$ cat config.mk
export PLATFORM = sky130hd
export DESIGN_NAME = pulse_debounce
export DESIGN_NICKNAME = d
export VERILOG_FILES = /design/src/rtl/pulse_debounce.sv
export SDC_FILE = /design/constraint.sdc
export NUM_CORES = 1
export LEC_CHECK = 0
export ABC_AREA = 1
export CAP_MARGIN = 0
export CORE_MARGIN = 2
export CORE_UTILIZATION = 29
export CTS_BUF_LIST = sky130_fd_sc_hd__clkbuf_2
export DETAILED_ROUTE_END_ITERATION = 6
export HOLD_SLACK_MARGIN = 0.15
export PLACE_DENSITY_LB_ADDON = 0.1
export SYNTH_ARGS = -nofsm -noshare
export SYNTH_HDL_FRONTEND = slang
export SYNTH_SLANG_ARGS = --single-unit
$ cat constraint.sdc
create_clock -name clk -period 1.2 [get_ports clk]
set_clock_uncertainty 0.1 [all_clocks]
set_input_delay 0.18 -clock clk [delete_from_list [all_inputs] [get_ports clk]]
set_output_delay 0.18 -clock clk [all_outputs]
set_load 0.05 [all_outputs]
$ cat src/rtl/pulse_debounce.sv
// Debouncer for a raw, possibly asynchronous level. The input is synchronized first,
// then q follows only after DEBOUNCE_CYC consecutive samples agree on the new level.
module pulse_debounce #(
    parameter int DEBOUNCE_CYC = 4,
    parameter int CNT_W        = 4
) (
    input  logic clk,
    input  logic reset_n,
    input  logic d,
    output logic q,
    output logic rise,
    output logic fall,
    output logic busy
);

    typedef enum logic [1:0] {
        LOW    = 2'd0,
        CHK_HI = 2'd1,
        HIGH   = 2'd2,
        CHK_LO = 2'd3
    } state_t;

    localparam logic [CNT_W-1:0] CNT_LAST = CNT_W'(DEBOUNCE_CYC - 1);
    localparam logic [CNT_W-1:0] CNT_ONE  = CNT_W'(1);

    logic             s1_q;
    logic             s2_q;
    state_t           state_q;
    logic [CNT_W-1:0] cnt_q;
    logic             deb_q;
    logic             rise_q;
    logic             fall_q;

    always_ff @(posedge clk or negedge reset_n) begin
        if (!reset_n) begin
            s1_q <= 1'b0;
            s2_q <= 1'b0;
        end else begin
            s1_q <= d;
            s2_q <= s1_q;
        end
    end

    // An aborted qualification always falls back to the stable state with cnt=0,
    // so a later attempt restarts from 1 and partial counts never accumulate.
    always_ff @(posedge clk or negedge reset_n) begin
        if (!reset_n) begin
            state_q <= LOW;
            cnt_q   <= '0;
            deb_q   <= 1'b0;
            rise_q  <= 1'b0;
            fall_q  <= 1'b0;
        end else begin
            rise_q <= 1'b0;
            fall_q <= 1'b0;
            case (state_q)
                LOW: begin
                    if (s2_q) begin
                        state_q <= CHK_HI;
                        cnt_q   <= CNT_ONE;
                    end else begin
                        cnt_q <= '0;
                    end
                end
                CHK_HI: begin
                    if (!s2_q) begin
                        state_q <= LOW;
                        cnt_q   <= '0;
                    end else if (cnt_q == CNT_LAST) begin
                        state_q <= HIGH;
                        cnt_q   <= '0;
                        deb_q   <= 1'b1;
                        rise_q  <= 1'b1;
                    end else begin
                        cnt_q <= cnt_q + CNT_ONE;
                    end
                end
                HIGH: begin
                    if (!s2_q) begin
                        state_q <= CHK_LO;
                        cnt_q   <= CNT_ONE;
                    end else begin
                        cnt_q <= '0;
                    end
                end
                CHK_LO: begin
                    if (s2_q) begin
                        state_q <= HIGH;
                        cnt_q   <= '0;
                    end else if (cnt_q == CNT_LAST) begin
                        state_q <= LOW;
                        cnt_q   <= '0;
                        deb_q   <= 1'b0;
                        fall_q  <= 1'b1;
                    end else begin
                        cnt_q <= cnt_q + CNT_ONE;
                    end
                end
                default: begin
                    state_q <= LOW;
                    cnt_q   <= '0;
                end
            endcase
        end
    end

    assign q    = deb_q;
    assign rise = rise_q;
    assign fall = fall_q;
    assign busy = (state_q == CHK_HI) || (state_q == CHK_LO);

endmodule

### Word level (Yosys, flattened, before mapping)

Index checks and enable logic that the tools add are counted.
W data, S select, Z words.

| cells by class | value |
|---|---|
| reduce and logical (&&, ||, !) cells | 5 |
| muxes and demuxes | 23 |
| add/sub/neg operators | 1 |
| equal/unequal tests | 12 |

Operators with widths:

| operator | number |
|---|---|
| $pmux W4 S4 | 1 |
| $mux W2 | 6 |
| $mux W4 | 3 |
| $ne A2 B2 Y1 const B | 6 |
| $mux W1 | 11 |
| $pmux W2 S4 | 1 |
| $ne A3 B3 Y1 const B | 2 |
| $reduce_and A5 Y1 | 1 |
| $add A4 B1 Y4 const B | 1 |
| $eq A2 B2 Y1 const B | 2 |
| $eq A4 B2 Y1 const B | 1 |
| $reduce_and A4 Y1 | 1 |
| $eq A2 B1 Y1 const B | 1 |
| $logic_not A2 Y1 | 1 |
| $pmux W1 S2 | 1 |
| $reduce_bool A2 Y1 | 1 |
| $logic_or A1 B1 Y1 | 1 |

| word-level totals | value |
|---|---|
| word-level logic and storage cells | 48 |
| bits in registers | 11 |
| output and inout bits | 4 |

### Depth between registers and ports, before layout

| depth | value |
|---|---|
| word-level depth | 4 |
| mapped depth | 6 |
| gate-level depth less buffers | 6 |

### Worst setup path after synthesis

No wires, ideal clock.

| timing | value |
|---|---|
| kind | flip-flop to flip-flop |
| from | register cnt_q[0] |
| to | register deb_q (netlist: q) |
| arrival | 0.968 ns |
| stages on the path, launching flop included | 7 |
| data required time | 0.976 ns |
| period minus slack after synthesis | 1.192 ns |
| setup slack | 0.008 ns |
| cell sequence | dfrtp_1 ha_1 nand3_2 nor2_2 nand2_1 nand2_1 o21ai_1 |

| between the ends | value |
|---|---|
| cells in the longest elaborated chain, start to end | 3 |
| elaborated cells on any way between the ends | 4 |
| classes of those cells | eq/ne (3); reduce/logical (1) |

RTL lines:

| element | line | RTL |
|---|---|---|
| start, declared | 29 | `logic [CNT_W-1:0] cnt_q;` |
| start signal, assigned | 75 | `cnt_q <= cnt_q + CNT_ONE;` |
| start signal, assigned | 96 | `cnt_q <= cnt_q + CNT_ONE;` |
| $eq A4 B2 Y1 (*) | 69, 90 |  |
| $ne A2 B2 Y1 (no line) | - |  |
| $reduce_and A5 Y1 (no line) (*) | - |  |
| end signal, assigned | 50 | `deb_q <= 1'b0;` |
| end signal, assigned | 72 | `deb_q <= 1'b1;` |
| end signal, assigned | 93 | `deb_q <= 1'b0;` |
| end, declared | 30 | `logic deb_q;` |

Every way passes the cells marked *; elsewhere a longest branch is shown, timed or not.
A chain may end at the register's enable or synchronous reset.

### Worst setup path in the final report

| timing | value |
|---|---|
| from | register cnt_q[1] |
| to | register deb_q (netlist: q) |

Same word-level chain as after synthesis.

==> out/summary.txt <==
Status - finished clean
Die W - 44.4 um
Final nets - 68
WP data required - 1.27 ns
N_diodes - 0
Nature of the critical path endpoint - flip-flop
Hold Path Stages - 1
Area growth syn-to-layout - 53.7%
HP Start - d
Fmax - 861 MHz
DRT met1 WL - 349 um
Clock transition at path regs - 0.11 ns
Layout cells sized above 1 - 0.460
Drt drc - 0
Row count - 14
Post-route insts no fill - 79
DRT Wirelength - 877 um
Number of global-route vias before repair - 346
Slew Viols, Final - 0
Largest net degree at the start of global routing - 12
DR WL met2 - 462 um
Peak supply drop - 1.15 mV
Top sig layer - met4
Slowest cell on crit path - dfrtp_1
Clock latency at the later pin of the worst-skew pair - 0.26 ns
Placed cell count - 71
Synthesized flop and latch total - 11
Ys Warns - 0
Final hold vios - 0
Initial DRC count - 7
Worst-margin pin slew - 0.225 ns
R2r endpoint - q$_DFFE_PN0P_
Worst-case reg-to-reg path depth - 6
Clk root buf - clkbuf_2
Antenna Nets Post-Route - 0
Pre-CTS setup slack - 0.0116 ns
Relative slew margins - 0.848
RSZ-0062 raised after global routing - yes
Initial antenna violation count - 0
Gpl congestion - 0.772
CTS H-tree lvls - 1
Critical Path Source Type - flip-flop
Final worst slack - 0.0384 ns
Longest Clk Path Bufs - 2
Initial Util - 0.310
Die Height - 44.4 um
Post-synthesis net count - 49
Final HPWL DP - 619 um
Hold worst-path end - s1_q$_DFF_PN0_
Reg2reg start - cnt_q[1]$_DFF_PN0_
Synthesized area per cell - 10.5 um2
Sequential area share after synthesis - 0.582
Synth cell types - 18
Cell Chain, Critical Path - ha_4, nand3_4, nor2_4, nand2_1, nand2_1, o21ai_1
Max cap viols - 0
Fin crit share - 0.968
Pwr/cell area - 2190 nW/um2
Synth Instances - 45
Io pins - 7
CP most frequent cell - nand2_1
CP arrival - 1.23 ns
Wire length on met3 - 48 um
IO buf count - 6
Tmin final - 1.16 ns
Std-Cell Core Area - 1520 um2
Vias - 367
# setup viols final - 0
Critical path fanouts, max - 5
Area of the die - 1970 um2
Initial DRT Pass Iterations - 3
WP buf/inv - 0
CTS tree - yes
CP Class - flip-flop to flip-flop
Vias per inst - 4.65
Crit path max-delay family - flip-flops
First-pass GRT wire length - 1.52 mm
HP Class - primary input to flip-flop
CTS Buf Count - 3
R2R setup slack - 0.04 ns
CP max stage delay - 0.42 ns
Mapped Area - 473 um2
Sinks on the clock net - 11
Aggregate global-route resource usage - 0.110
Routed len/inst - 11.1 um
GRT overflow - 0
Leak - 0.321 nW
## per-layer routing
| layer | global-route usage | vias up |
|---|---|---|
| met5 | 0 | - |
| met4 | 0.0727 | 0 |
| met3 | 0.0408 | 4 |
| met2 | 0.150 | 9 |
| met1 | 0.146 | 174 |
| li1 | - | 180 |
## how the worst max path moves through the flow
| stage | start | end | slack (ns) | depth (start not counted) |
|---|---|---|---|---|
| detailed placement | cnt_q[0]$_DFF_PN0_ | q$_DFFE_PN0P_ | 0.01 | 6 |
| CTS | cnt_q[0]$_DFF_PN0_ | q$_DFFE_PN0P_ | 0.001 | 6 |
| finish | cnt_q[1]$_DFF_PN0_ | q$_DFFE_PN0P_ | 0.04 | 6 |
| global placement | cnt_q[0]$_DFF_PN0_ | q$_DFFE_PN0P_ | 0.007 | 6 |
| floorplan | cnt_q[0]$_DFF_PN0_ | q$_DFFE_PN0P_ | 0.008 | 6 |
| global route | cnt_q[1]$_DFF_PN0_ | q$_DFFE_PN0P_ | -0.06 | 6 |
## timing repair
action,in CTS,in global routing
hold buffers,1,0
hold endpoints to repair,11,0
pin swaps,0,4
setup buffers,1,3
gates resized for setup,0,11
endpoints found under the setup margin,1,6
cloned,0,0
## cell usage after synthesis
master    number  share of area
nand2_2        1          0.013
nand3_1        1          0.011
nand2_1        4          0.032
xor2_1         2          0.037
nor3_1         1          0.011
o21ai_1        2          0.021
ha_1           1          0.026
nand3_2        4          0.085
a21boi_1       1          0.016
nor2_1         4          0.032
dfrtp_1       11           0.58
xnor2_1        1          0.019
nor2_2         1          0.013
inv_2          1         0.0079
o21ai_0        2          0.021
clkbuf_1       1         0.0079
a21oi_2        1          0.019
inv_1          6          0.048
## state kept, by name (all words and copies together) (netlist names), named ones only
register / flops
rise: 1
s1_q: 1
q: 1
fall: 1
s2_q: 1
cnt_q: 4
state_q: 1
## cells by family after synthesis
| family | count (synthesis) | synth area share |
|---|---|---|
| XOR/XNOR | 3 | 0.0556 |
| AND/OR/NAND/NOR | 16 | 0.196 |
| adder cells (fa/ha/maj) | 1 | 0.0265 |
| AO/OA/AOI/OAI | 6 | 0.0767 |
| flip-flops | 11 | 0.582 |
| buffers and inverters | 8 | 0.0635 |
## cell usage in the layout (no fill, tap or decap), drive strengths merged
master         instances
nand3                  5
nor3                   1
nand2                  5
xor2                   2
ha                     1
xnor2                  1
nor2                   5
a21boi                 1
buf                   12
o21ai                  4
dlygate4sd3            1
dfrtp                 11
inv                    7
clkbuf                 4
a21oi                  1
clkdlybuf4s50          2
## per-stage QoR
step | hold WS, ns | power [mW] | utilization | TNS (ns) | instance area, um2
global placement | 0.244 | 1.22 | 0.411 | 0 | 627
global route | 0.221 | 1.72 | 0.477 | -0.108 | 727
detailed placement | 0.244 | 1.24 | 0.411 | 0 | 627
finish | 0.250 | 1.60 | 0.477 | 0 | 727
CTS | 0.241 | 1.46 | 0.431 | 0 | 657
floorplan | -0.216 | 0.927 | - | 0 | 473
## power breakdown
group	total, mW	switching [mW]	internal (mW)
Clock	0.213	0.124	0.0885
Combinational	0.808	0.412	0.396
Sequential	0.574	0.113	0.461
## final cells by class
class                   count  area, um2
well taps                  16       20.0
clock buffers               4       20.0
multi-input cells          26        210
inverters                   7       26.3
fillers                   142        797
flip-flops and latches     11        277
repair buffers             15        174
Power figures use the tool's default switching activity.
==> RTL edit 1 (same settings) <==
The parameter `CNT_W` goes from 4 to 6.
--- a/src/rtl/pulse_debounce.sv
+++ b/src/rtl/pulse_debounce.sv
@@ -2,7 +2,7 @@
 // then q follows only after DEBOUNCE_CYC consecutive samples agree on the new level.
 module pulse_debounce #(
     parameter int DEBOUNCE_CYC = 4,
-    parameter int CNT_W        = 4
+    parameter int CNT_W        = 6
 ) (
     input  logic clk,
     input  logic reset_n,
Behaviour: no difference found for any inputs over 10 cycles, from zero or initial values and one cycle with reset_n low; that may be too few to reach the edited logic, so the function may still have changed.
==> RTL edit 1 against the original RTL <==
Via count up 20%. Design area up 18%. Sequential cell count up 2. Routed wire length up 23%. Power up 8.2%. Sequential power up 12%. Area after synthesis up 22%. Setup slack worse by 0.024 ns. Largest power group unchanged. Register-to-register slack worse by 0.02 ns.
==> RTL edit 1: results (changes against the original RTL) <==
[clock_tree]
path_clk_slew_ns=0.14  ; +0.03 ns
clk_latency_ns=0.28  ; +0.02 ns

[global_route]
grt_pass1_wl_um=1790  ; +18%
grt_pass1_vias=433  ; +25%
globalRouteMet3Util_pct=5.56  ; +1.5 points

[critical_path]
max_stage_delay_ns=0.46  ; +0.04 ns
timing.rr.end=cnt_q[4]
critPathLaunch=state_q[0]
critical_path.max_fanout=3  ; -2
r2r_setup_slack_ns=0.02  ; -0.02 ns
crit_end=busy

[routing]
wl_met2_um=543  ; +18%
dr_wl_met3_um=50  ; +4.2%
vias_per_cell=4.03  ; -13%
dr.pass1.iters=4  ; +1
vias=439  ; +20%

[yosys]
synth_nets=65  ; +33%
ys_seq_area_share_pct=56.4  ; -1.8 points
synthTopCellsByCount=nand2_1 (16), dfrtp_1 (13), nor2_1 (7)
synthCells=61  ; +36%
synth.area.top_cells=dfrtp_1 (56%), nand2_1 (10%), nor2_1 (4.6%)

[sta]
hold_ws_ns=0.224  ; -0.0263 ns
max_slew_margin_pct=88.0  ; +3.2 points
setup_slack_ns=0.0140  ; -0.0244 ns

[place]
place_congestion=0.746  ; -3.4%

[power_and_ir_drop]
finalPower_mw=1.73  ; +8.2%
intPower_mw=1.04  ; +9.7%
power.leakage_nw=0.393  ; +23%

[cells_and_area]
largest_reg_flops=6  ; +2

[floorplanning]
core_area_um2=1920  ; +26%

[run_status]
outcome=finished clean

[RTL edit 1: cell type report]
type,count,area [µm²]
Fill cell,202,1060
Sequential cell,13,327
Multi-Input combinational cell,41,258
Timing Repair Buffer,18,196
Tap cell,27,33.8
Inverter,6,22.5
Clock buffer,3,15.0
Clock inverter,1,5.00
[RTL edit 1: timing repair]
item / 4_1_cts / 5_1_grt
hold buffers: 1 / 0
resized for setup: 3 / 6
setup endpoints to repair: 7 / 10
pin swaps: 7 / 3
setup buffers: 1 / 3
hold endpoints to repair: 13 / 0
[RTL edit 1: cell families (layout without fill, tap and decap cells)]
group | Yosys count | after routing | share of synthesized area (%)
and+or+nand+nor | 35 | 35 | 30.6
DFF | 13 | 13 | 56.4
buffers and inverters | 7 | 28 | 4.55
xor gates and xnor gates | 3 | 3 | 4.56
AOI/OAI and AO/OA | 2 | 2 | 1.74
adders and majority gates | 1 | 1 | 2.17
==> RTL edit 2 (same flow settings) <==
Without the edit above. Re-encode `state_t` (4 states) as one-hot, 4 bits wide.
--- a/src/rtl/pulse_debounce.sv
+++ b/src/rtl/pulse_debounce.sv
@@ -13,11 +13,11 @@
     output logic busy
 );
 
-    typedef enum logic [1:0] {
-        LOW    = 2'd0,
-        CHK_HI = 2'd1,
-        HIGH   = 2'd2,
-        CHK_LO = 2'd3
+    typedef enum logic [3:0] {
+        LOW    = 4'b0001,
+        CHK_HI = 4'b0010,
+        HIGH   = 4'b0100,
+        CHK_LO = 4'b1000
     } state_t;
 
     localparam logic [CNT_W-1:0] CNT_LAST = CNT_W'(DEBOUNCE_CYC - 1);
Function: same outputs for any inputs over 10 cycles, from zero or initial values and one cycle with reset_n low; not proved beyond that.
==> RTL edit 2 against the original RTL <==
The run now ends with setup timing left. Critical path depth fell by 2. Hold slack worse by 0.014 ns. Setup slack got worse by 0.33 ns. Non-clock buffer count rose by 10. Power grew 9.2%. Routed wire length grew 42%. Area after synthesis rose by 29%. Sequential cell count grew 2. First-iteration DRC count down 86%. Cell count grew 58%. Largest cell class unchanged. Design area up 31%.
==> RTL edit 2: results (changes against the original RTL) <==
[cells_and_area]
inverters_excl_clock=6  ; -1
seq-cell-share_pct=34.5  ; -3.6 points
multiInputGateArea_um2=298  ; +42%
fin_nets=103  ; +51%
final-clk-cell-share_pct=2.11  ; -0.65 points
n_all_buffers=25  ; +10
multi_input_cells=50  ; +92%
buf_share_pct=26.2  ; +2.3 points
register_area_um2=328  ; +19%
fillers=183  ; +29%

[routing]
route.detailed.drc=0  ; unchanged
vias_per_cell=4.30  ; -7.4%
vias=538  ; +47%
drt-met1-wl_um=590  ; +69%
dr_wl_met3_um=42  ; -13%
dr.pass1.iters=4  ; +1
drt-initial-drc-count=1  ; -6
wl_um=1250  ; +42%
wl_met2_um=602  ; +30%

[place]
preCtsSetupSlack_ns=-0.145  ; -0.156 ns
hpwl_um=919  ; +48%
placed_cell_area_um2=850  ; +36%
place_congestion=0.804  ; +4.2%
placed_cells=115  ; +62%

[yosys]
synth.area.top_cells=dfrtp_1 (49%), nand2_1 (12%), dfstp_2 (4.3%)
synthTopCellsByCount=nand2_1 (20), dfrtp_1 (12), inv_1 (6)
yosysUniqueCellTypes=16  ; -2
ys_seq_area_share_pct=53.5  ; -4.7 points
synth_nets=73  ; +49%
avgSynthCellArea_um2=8.85  ; -16%

[power_and_ir_drop]
intPower_mw=1.05  ; +11%
power.leakage_nw=0.457  ; +42%
p_seq_mw=0.630  ; +9.8%
power.density_nw_per_um2=1830  ; -17%

[sta]
setup_viol=12  ; +12
setup_slack_ns=-0.296  ; -0.334 ns
worst_pin_slew_ns=0.186  ; -0.0394 ns
tns_ns=-2.30  ; -2.30 ns

[run_status]
violations=setup timing
outcome=finished with violations

[global_route]
grt_pass1_vias=550  ; +59%
grt_pass1_wl_um=2280  ; +49%
grt_max_degree=14  ; +2
globalRouteMet3Util_pct=3.64  ; -0.45 points
gr-usage-met1_pct=15.0  ; +0.46 points

[critical_path]
slowest_stage=dfstp_2
critical_path.max_fanout=4  ; -1
max_stage_delay_ns=0.61  ; +0.19 ns

[clock_tree]
cts.sinks=13  ; +2
h-tree-depth=1  ; unchanged
path_clk_slew_ns=0.13  ; +0.02 ns

-- RTL edit 2: final timing paths --
path / cells past startpoint / slack, ns / startpoint / end
max: 4 / -0.30 / state_q[0] / busy
min: 1 / 0.24 / d / s1_q
max reg2reg: 8 / -0.27 / state_q[0] / state_q[2]
min reg2reg: 0 / 0.27 / s1_q / s2_q
max in group asynchronous: 3 / 0.12 / reset_n / state_q[0]
min in group asynchronous: 3 / 0.65 / reset_n / q
-- RTL edit 2: timing repair --
action / in CTS / in global routing
gates resized for setup: 12 / 0
buffers inserted: 5 / 0
hold endpoints to repair: 12 / 0
hold buffers: 1 / 0
pin swaps: 5 / 3
endpoints found under the setup margin: 10 / 12
-- RTL edit 2: kinds of logic after synthesis --
logic type      share of synthesized area (%)
compound gates                           6.97
fa+ha+maj                                2.05
xor+xnor                                 2.87
flops                                    53.5
buf+inv                                  3.69
simple gates                             30.9
